<file path="src/rtl/imem_boot_loader_if.sv">
// Host-side byte stream and instruction-memory write port of the boot loader.
// The host drives the stream and the reload request. The loader drives the
// memory write port and the core reset/status outputs.
interface imem_boot_loader_if #(
    parameter int DATA_WIDTH    = 32,
    parameter int ADDRESS_WIDTH = 32
) ();
    logic [7:0]               byte_i;
    logic                     byte_valid_i;
    logic                     byte_ready_o;
    logic                     reload_i;
    logic                     we_o;
    logic [ADDRESS_WIDTH-1:0] waddr_o;
    logic [DATA_WIDTH-1:0]    wdata_o;
    logic                     core_rst_o;
    logic                     done_o;
    logic                     error_o;

    modport master (
        output byte_i, byte_valid_i, reload_i,
        input  byte_ready_o, we_o, waddr_o, wdata_o, core_rst_o, done_o, error_o
    );

    modport slave (
        input  byte_i, byte_valid_i, reload_i,
        output byte_ready_o, we_o, waddr_o, wdata_o, core_rst_o, done_o, error_o
    );
endinterface

</file>
<file path="src/rtl/imem_boot_loader.sv">
// Instruction-memory boot loader. It takes a byte stream (count byte N, then
// 4*N payload bytes), packs the payload little-endian into words, writes the
// words to consecutive addresses and then releases the core from reset.
// Optional macro BOOT_CHECKSUM_EN: a trailing XOR checksum byte is expected
// and verified before the core is released.
//
// state | meaning
// IDLE  | waiting for the word-count byte
// LOAD  | collecting the 4 bytes of the current word
// WRITE | one-cycle write pulse of the assembled word
// CHECK | waiting for the checksum byte (BOOT_CHECKSUM_EN only)
// HOLD  | keeping the core in reset for HOLD_CYCLES cycles
// RUN   | image loaded, core running
// ERROR | load aborted, core held in reset
module imem_boot_loader #(
    parameter int DATA_WIDTH    = 32,
    parameter int ADDRESS_WIDTH = 32,
    parameter int MEM_SIZE      = 10,
    parameter int HOLD_CYCLES   = 4
) (
    input  logic clk,
    input  logic rst,
    imem_boot_loader_if.slave bus
);
    localparam logic [2:0] IDLE  = 3'd0;
    localparam logic [2:0] LOAD  = 3'd1;
    localparam logic [2:0] WRITE = 3'd2;
    localparam logic [2:0] CHECK = 3'd3;
    localparam logic [2:0] HOLD  = 3'd4;
    localparam logic [2:0] RUN   = 3'd5;
    localparam logic [2:0] ERROR = 3'd6;

    localparam int WIW = $clog2(MEM_SIZE + 1);
    localparam int HCW = $clog2(HOLD_CYCLES + 1);

    logic [2:0]            state;
    logic [1:0]            byte_cnt;
    logic [WIW-1:0]        word_idx;
    logic [WIW-1:0]        word_cnt;
    logic [HCW-1:0]        hold_cnt;
    logic [DATA_WIDTH-1:0] shift_q;
`ifdef BOOT_CHECKSUM_EN
    logic [7:0]            xor_q;
`endif
    logic                  ready;
    logic                  accept;

    assign ready  = (state == IDLE) || (state == LOAD) || (state == CHECK);
    assign accept = bus.byte_valid_i && ready;

    // Sequencer: byte collection, word writes, hold countdown and reload.
    always_ff @(posedge clk or posedge rst) begin
        if (rst) begin
            state    <= IDLE;
            byte_cnt <= '0;
            word_idx <= '0;
            word_cnt <= '0;
            hold_cnt <= '0;
            shift_q  <= '0;
`ifdef BOOT_CHECKSUM_EN
            xor_q    <= '0;
`endif
        end else begin
            case (state)
                IDLE: begin
                    if (accept) begin
                        if (bus.byte_i == 8'd0 || 32'(bus.byte_i) > MEM_SIZE) begin
                            state <= ERROR;
                        end else begin
                            word_cnt <= WIW'(bus.byte_i);
                            word_idx <= '0;
                            byte_cnt <= '0;
                            shift_q  <= '0;
`ifdef BOOT_CHECKSUM_EN
                            xor_q    <= '0;
`endif
                            state    <= LOAD;
                        end
                    end
                end
                LOAD: begin
                    if (accept) begin
                        // Little-endian: the first byte ends up in bits [7:0].
                        shift_q  <= {bus.byte_i, shift_q[DATA_WIDTH-1:8]};
                        byte_cnt <= byte_cnt + 2'd1;
`ifdef BOOT_CHECKSUM_EN
                        xor_q    <= xor_q ^ bus.byte_i;
`endif
                        if (byte_cnt == 2'd3)
                            state <= WRITE;
                    end
                end
                WRITE: begin
                    word_idx <= word_idx + WIW'(1);
                    if (word_idx + WIW'(1) == word_cnt) begin
`ifdef BOOT_CHECKSUM_EN
                        state    <= CHECK;
`else
                        state    <= HOLD;
                        hold_cnt <= HCW'(HOLD_CYCLES - 1);
`endif
                    end else begin
                        state <= LOAD;
                    end
                end
`ifdef BOOT_CHECKSUM_EN
                CHECK: begin
                    if (accept) begin
                        if (bus.byte_i == xor_q) begin
                            state    <= HOLD;
                            hold_cnt <= HCW'(HOLD_CYCLES - 1);
                        end else begin
                            state <= ERROR;
                        end
                    end
                end
`endif
                HOLD: begin
                    if (hold_cnt == '0)
                        state <= RUN;
                    else
                        hold_cnt <= hold_cnt - HCW'(1);
                end
                RUN, ERROR: begin
                    // Memory is left intact; the next image overwrites it.
                    if (bus.reload_i) begin
                        state    <= IDLE;
                        byte_cnt <= '0;
                        word_idx <= '0;
                        hold_cnt <= '0;
                    end
                end
                default: state <= IDLE;
            endcase
        end
    end

    assign bus.byte_ready_o = ready;
    assign bus.we_o         = (state == WRITE);
    assign bus.waddr_o      = ADDRESS_WIDTH'({word_idx, 2'b00});
    assign bus.wdata_o      = shift_q;
    assign bus.core_rst_o   = (state != RUN);
    assign bus.done_o       = (state == RUN);
    assign bus.error_o      = (state == ERROR);
endmodule
</file>
<file path="src/flat_wrapper.sv">
// flat-port wrapper written by rule: the top's interface ports become plain ports
module imem_boot_loader_flat 
#(
    parameter int DATA_WIDTH    = 32,
    parameter int ADDRESS_WIDTH = 32,
    parameter int MEM_SIZE      = 10,
    parameter int HOLD_CYCLES   = 4
)
  (clk, rst, bus_byte_i, bus_byte_valid_i, bus_reload_i, bus_byte_ready_o, bus_we_o, bus_waddr_o, bus_wdata_o, bus_core_rst_o, bus_done_o, bus_error_o);
  imem_boot_loader_if #(.DATA_WIDTH(DATA_WIDTH), .ADDRESS_WIDTH(ADDRESS_WIDTH)) bus_i ();
  input  logic clk;
  input  logic rst;
  input wire logic [$bits(bus_i.byte_i)-1:0] bus_byte_i;
  input wire logic [$bits(bus_i.byte_valid_i)-1:0] bus_byte_valid_i;
  input wire logic [$bits(bus_i.reload_i)-1:0] bus_reload_i;
  output wire logic [$bits(bus_i.byte_ready_o)-1:0] bus_byte_ready_o;
  output wire logic [$bits(bus_i.we_o)-1:0] bus_we_o;
  output wire logic [$bits(bus_i.waddr_o)-1:0] bus_waddr_o;
  output wire logic [$bits(bus_i.wdata_o)-1:0] bus_wdata_o;
  output wire logic [$bits(bus_i.core_rst_o)-1:0] bus_core_rst_o;
  output wire logic [$bits(bus_i.done_o)-1:0] bus_done_o;
  output wire logic [$bits(bus_i.error_o)-1:0] bus_error_o;
  assign bus_i.byte_i = bus_byte_i;
  assign bus_i.byte_valid_i = bus_byte_valid_i;
  assign bus_i.reload_i = bus_reload_i;
  assign bus_byte_ready_o = bus_i.byte_ready_o;
  assign bus_we_o = bus_i.we_o;
  assign bus_waddr_o = bus_i.waddr_o;
  assign bus_wdata_o = bus_i.wdata_o;
  assign bus_core_rst_o = bus_i.core_rst_o;
  assign bus_done_o = bus_i.done_o;
  assign bus_error_o = bus_i.error_o;
  imem_boot_loader #(.DATA_WIDTH(DATA_WIDTH), .ADDRESS_WIDTH(ADDRESS_WIDTH), .MEM_SIZE(MEM_SIZE), .HOLD_CYCLES(HOLD_CYCLES)) u_core (.clk(clk), .rst(rst), .bus(bus_i));
endmodule
</file>
<file path="config.mk">
export PLATFORM = sky130hd
export DESIGN_NAME = imem_boot_loader_flat
export DESIGN_NICKNAME = d
export VERILOG_FILES = /design/src/rtl/imem_boot_loader_if.sv /design/src/rtl/imem_boot_loader.sv /design/src/flat_wrapper.sv
export SDC_FILE = /design/constraint.sdc
export NUM_CORES = 1
export LEC_CHECK = 0
export ABC_AREA = 0
export CAP_MARGIN = 20
export CORE_AREA = 5 5 84 86
export DETAILED_ROUTE_END_ITERATION = 16
export DIE_AREA = 0 0 89 91
export GPL_ROUTABILITY_DRIVEN = 0
export PLACE_DENSITY = 0.79
export SLEW_MARGIN = 20
export SYNTH_ARGS = -nofsm -noshare
export SYNTH_HDL_FRONTEND = slang
export SYNTH_SLANG_ARGS = --single-unit
</file>
<file path="constraint.sdc">
create_clock -name clk -period 1.7 [get_ports clk]
set_input_delay 0.255 -clock clk [delete_from_list [all_inputs] [get_ports clk]]
set_output_delay 0.255 -clock clk [all_outputs]
set_load 0.005 [all_outputs]
</file>
==> run metrics <==
CTS Buf Count=5; area of the mapped netlist=2400 sq um; GR Layer Usage met3=3.89%; worst stage delay on the critical path=roughly 530 ps; Skew-Pair Late Insertion Delay=about 300 ps; clock sinks=48; Leak=1.65 nW; CP Cell Sequence=buf_6, xor2_1, a22o_1, or4_2, o211ai_1; area grow syn2layout=41.2%; top cells by count, synth=48 x dfrtp_1, 34 x a22o_1, 28 x buf_4, 13 x nor2_1; Core ar.=6200 sq um; RSZ-0062 raised after global routing=true; global route overflow=0; # DRC=0; status=finished, final reports clean; Sum Neg Setup Slack=0 ps; Ys Warns=0; sum of buffers and inverters on the critical path=1; max cap viols=0; TritonCTS clock tree=done; largest cells by area after synthesis=dfrtp_1 50%, a22o_1 12%, buf_4 8.8%, ha_1 2.1%, o21ai_0 2.1%; most numerous cell in the Yosys netlist=dfrtp_1; Avg Inst Size Synth=10.9 sq um; WL/cell=~14 um; number of global-route vias before repair=~1.9k; layout cells sized above 1=a little over a quarter; Ant. Diodes=0; sequential-to-total area share from yosys stat=50.0%; FMAX=between 0.5 and 0.6 GHz; drt first pass iters=4; GRT met2 Usage=22.2%; Max Slew Vio Count=0; CP arrival=between 1500 and 2000 ps; number of flops mapped to enable cells by yosys=0; post-layout util=between 50% and 60%; cell area after layout=between 3000 and 4000 sq um; Antenna Nets Post-Route=0; Switching Fraction=about a third; Synth cell types=36; Fillers=about 530; hold buffer count at cts=0; Yosys reg bits=48; kind of start point of the critical path=register; Slowest cell on crit path=or4_2; placed cell area=about 3100 sq um; gr busiest metal=met2; crit end category=register; met1 Track Usage GR=approximately 18%; H-tree Lvls=2; power share of the sequential group=between 30% and 40%; Gate Count Post-Synth=221; via count=1910; DIE AREA=just over 8000 sq um; DIE WIDTH=about 90 um; GRT Overall Usage=between 10% and 20%; critical path start-end classification=reg -> reg; first-pass GRT wire length=9.07 mm; Synth top area share=approximately 50%; min Tclk post-route=around 1700 ps; largest net degree at the start of global routing=49; clock skew=between 5 and 6 ps; largest area contributor in the netlist=dfrtp_1; Net count, final=about 320; CP Data Required Time=1920 ps; Post-synth top flop=dfrtp_1; critical path fanouts, max=6; IO Count=81; Hold Crit Class=in -> reg; Final Worst Setup Slack=22.5 ps; Clk pin slew, worst setup/hold paths=90 ps; number of port buffers=52; crit share post-route=a little over nine tenths; # setup viols final=0; Power Density=between 1000 and 1500 nW/um^2; drt first-iter violations=76; die height=a little over 90 um; combinational fraction of design power=~44%; Peak VDD IR=0.000702 V; Bufs on Longest Clock Path=2; Via-to-Cell Ratio=around 5.0; Final Hold Vio Count=0; total wire length=5.48 mm; initial antenna violation count=0; DPL Wire Length=about 4 mm; Place WS=-618 ps; Top delay family on crit path=simple AND/OR/NAND/NOR gates; P_int=around 2.9 mW; Initial Util=38.7%; switching pwr=around 1.5 mW; CTS root buffer=clkbuf_8; FP Rows=29; Synth async-reset ratio=between 90% and 100%; Clk pwr share=a little under a fifth
[path summary, 6_finish.rpt]
check / startpoint / end / slack, ps / depth (start not counted)
max reg2reg: u_core.state[0] / u_core.state[2] / 20 / 5
min: bus_byte_i[7] / u_core.bus.wdata_o[31] / 200 / 2
max: u_core.state[0] / u_core.state[2] / 20 / 5
max in group asynchronous: rst / u_core.state[0] / 1170 / 3
min reg2reg: u_core.byte_cnt[0] / u_core.byte_cnt[0] / 490 / 1
min in group asynchronous: rst / u_core.state[2] / 310 / 3
[power by group through the flow]
stage	clock [mW]	sequential [mW]	combinational (mW)
4_1_cts	0.866	1.61	1.80
6_report	0.844	1.61	1.94
2_1_floorplan	0	1.60	0.966
3_3_place_gp	0	1.63	1.68
5_1_grt	0.930	1.64	2.15
3_5_place_dp	0	1.64	1.72
[per-stage QoR]
| step | std cells | hold slack [ps] | power (mW) |
|---|---|---|---|
| after floorplan | 248 | 388 | 2.57 |
| after global placement | 368 | 459 | 3.31 |
| after detailed placement | 368 | 485 | 3.36 |
| after CTS | 380 | 304 | 4.27 |
| after global routing | 385 | 205 | 4.72 |
| final | 385 | 202 | 4.40 |
[area by class of cell]
cell class              instances  area, sq um  area share (%)
clock inverters                 3         46.3            1.37
inverters                       7         28.8           0.849
multi-input cells             152         1090            32.2
repair buffers                 93          855            25.2
clock buffers                   5         68.8            2.03
flip-flops and latches         48         1200            35.5
well taps                      77         96.3            2.84
[cells by family (layout without fill, tap and decap cells)]
logic type,Yosys count,after routing,synth area share [%]
other,1,28,0.156
muxes,5,5,2.29
DFF,48,48,50.0
and+or+nand+nor,39,39,8.03
adders and majority gates,4,4,2.08
AOI/OAI and AO/OA,68,68,21.6
xor gates and xnor gates,8,8,2.92
buffers and inverters,48,108,12.9
[registers in the layout (all words and copies together), names as in the netlist]
name	flops
u_core.bus.wdata_o	32
u_core.state	3
u_core.hold_cnt	3
u_core.word_cnt	4
u_core.byte_cnt	2
u_core.word_idx	4
[metal layers]
layer	routed length, um	up-vias
met5	0	-
met4	42	0
met3	433	7
met2	2580	57
met1	2430	936
li1	-	910
[placed cells by master, fill, tap and decap left out, types with 3 or more instances in the layout]
master	count
a21o_1	3
xnor2_1	3
conb_1	28
dfrtp_1	46
dlygate4sd2_1	9
buf_12	3
mux2_4	4
clkbuf_2	3
ha_1	3
a21oi_1	8
buf_6	4
clkdlybuf4s50_1	39
nand2_1	9
buf_4	34
o21ai_2	3
o21ai_0	8
inv_1	4
a22o_1	34
xor2_1	4
clkbuf_8	5
nor2_1	12
[what timing repair did]
action | 4_1_cts | 5_1_grt
pin swaps | 5 | 16
endpoints found under the setup margin | 50 | 13
setup buffers | 4 | 5
cloned | 0 | 0
gates resized for setup | 30 | 19
[worst register-to-register path, stage by stage (launching register included)]
cell      delay [ps]
dfrtp_2          450
buf_6            150
xor2_1           150
a22o_1           190
or4_2            530
o211ai_1         110
Note: power is estimated with default switching activity, not from simulation.
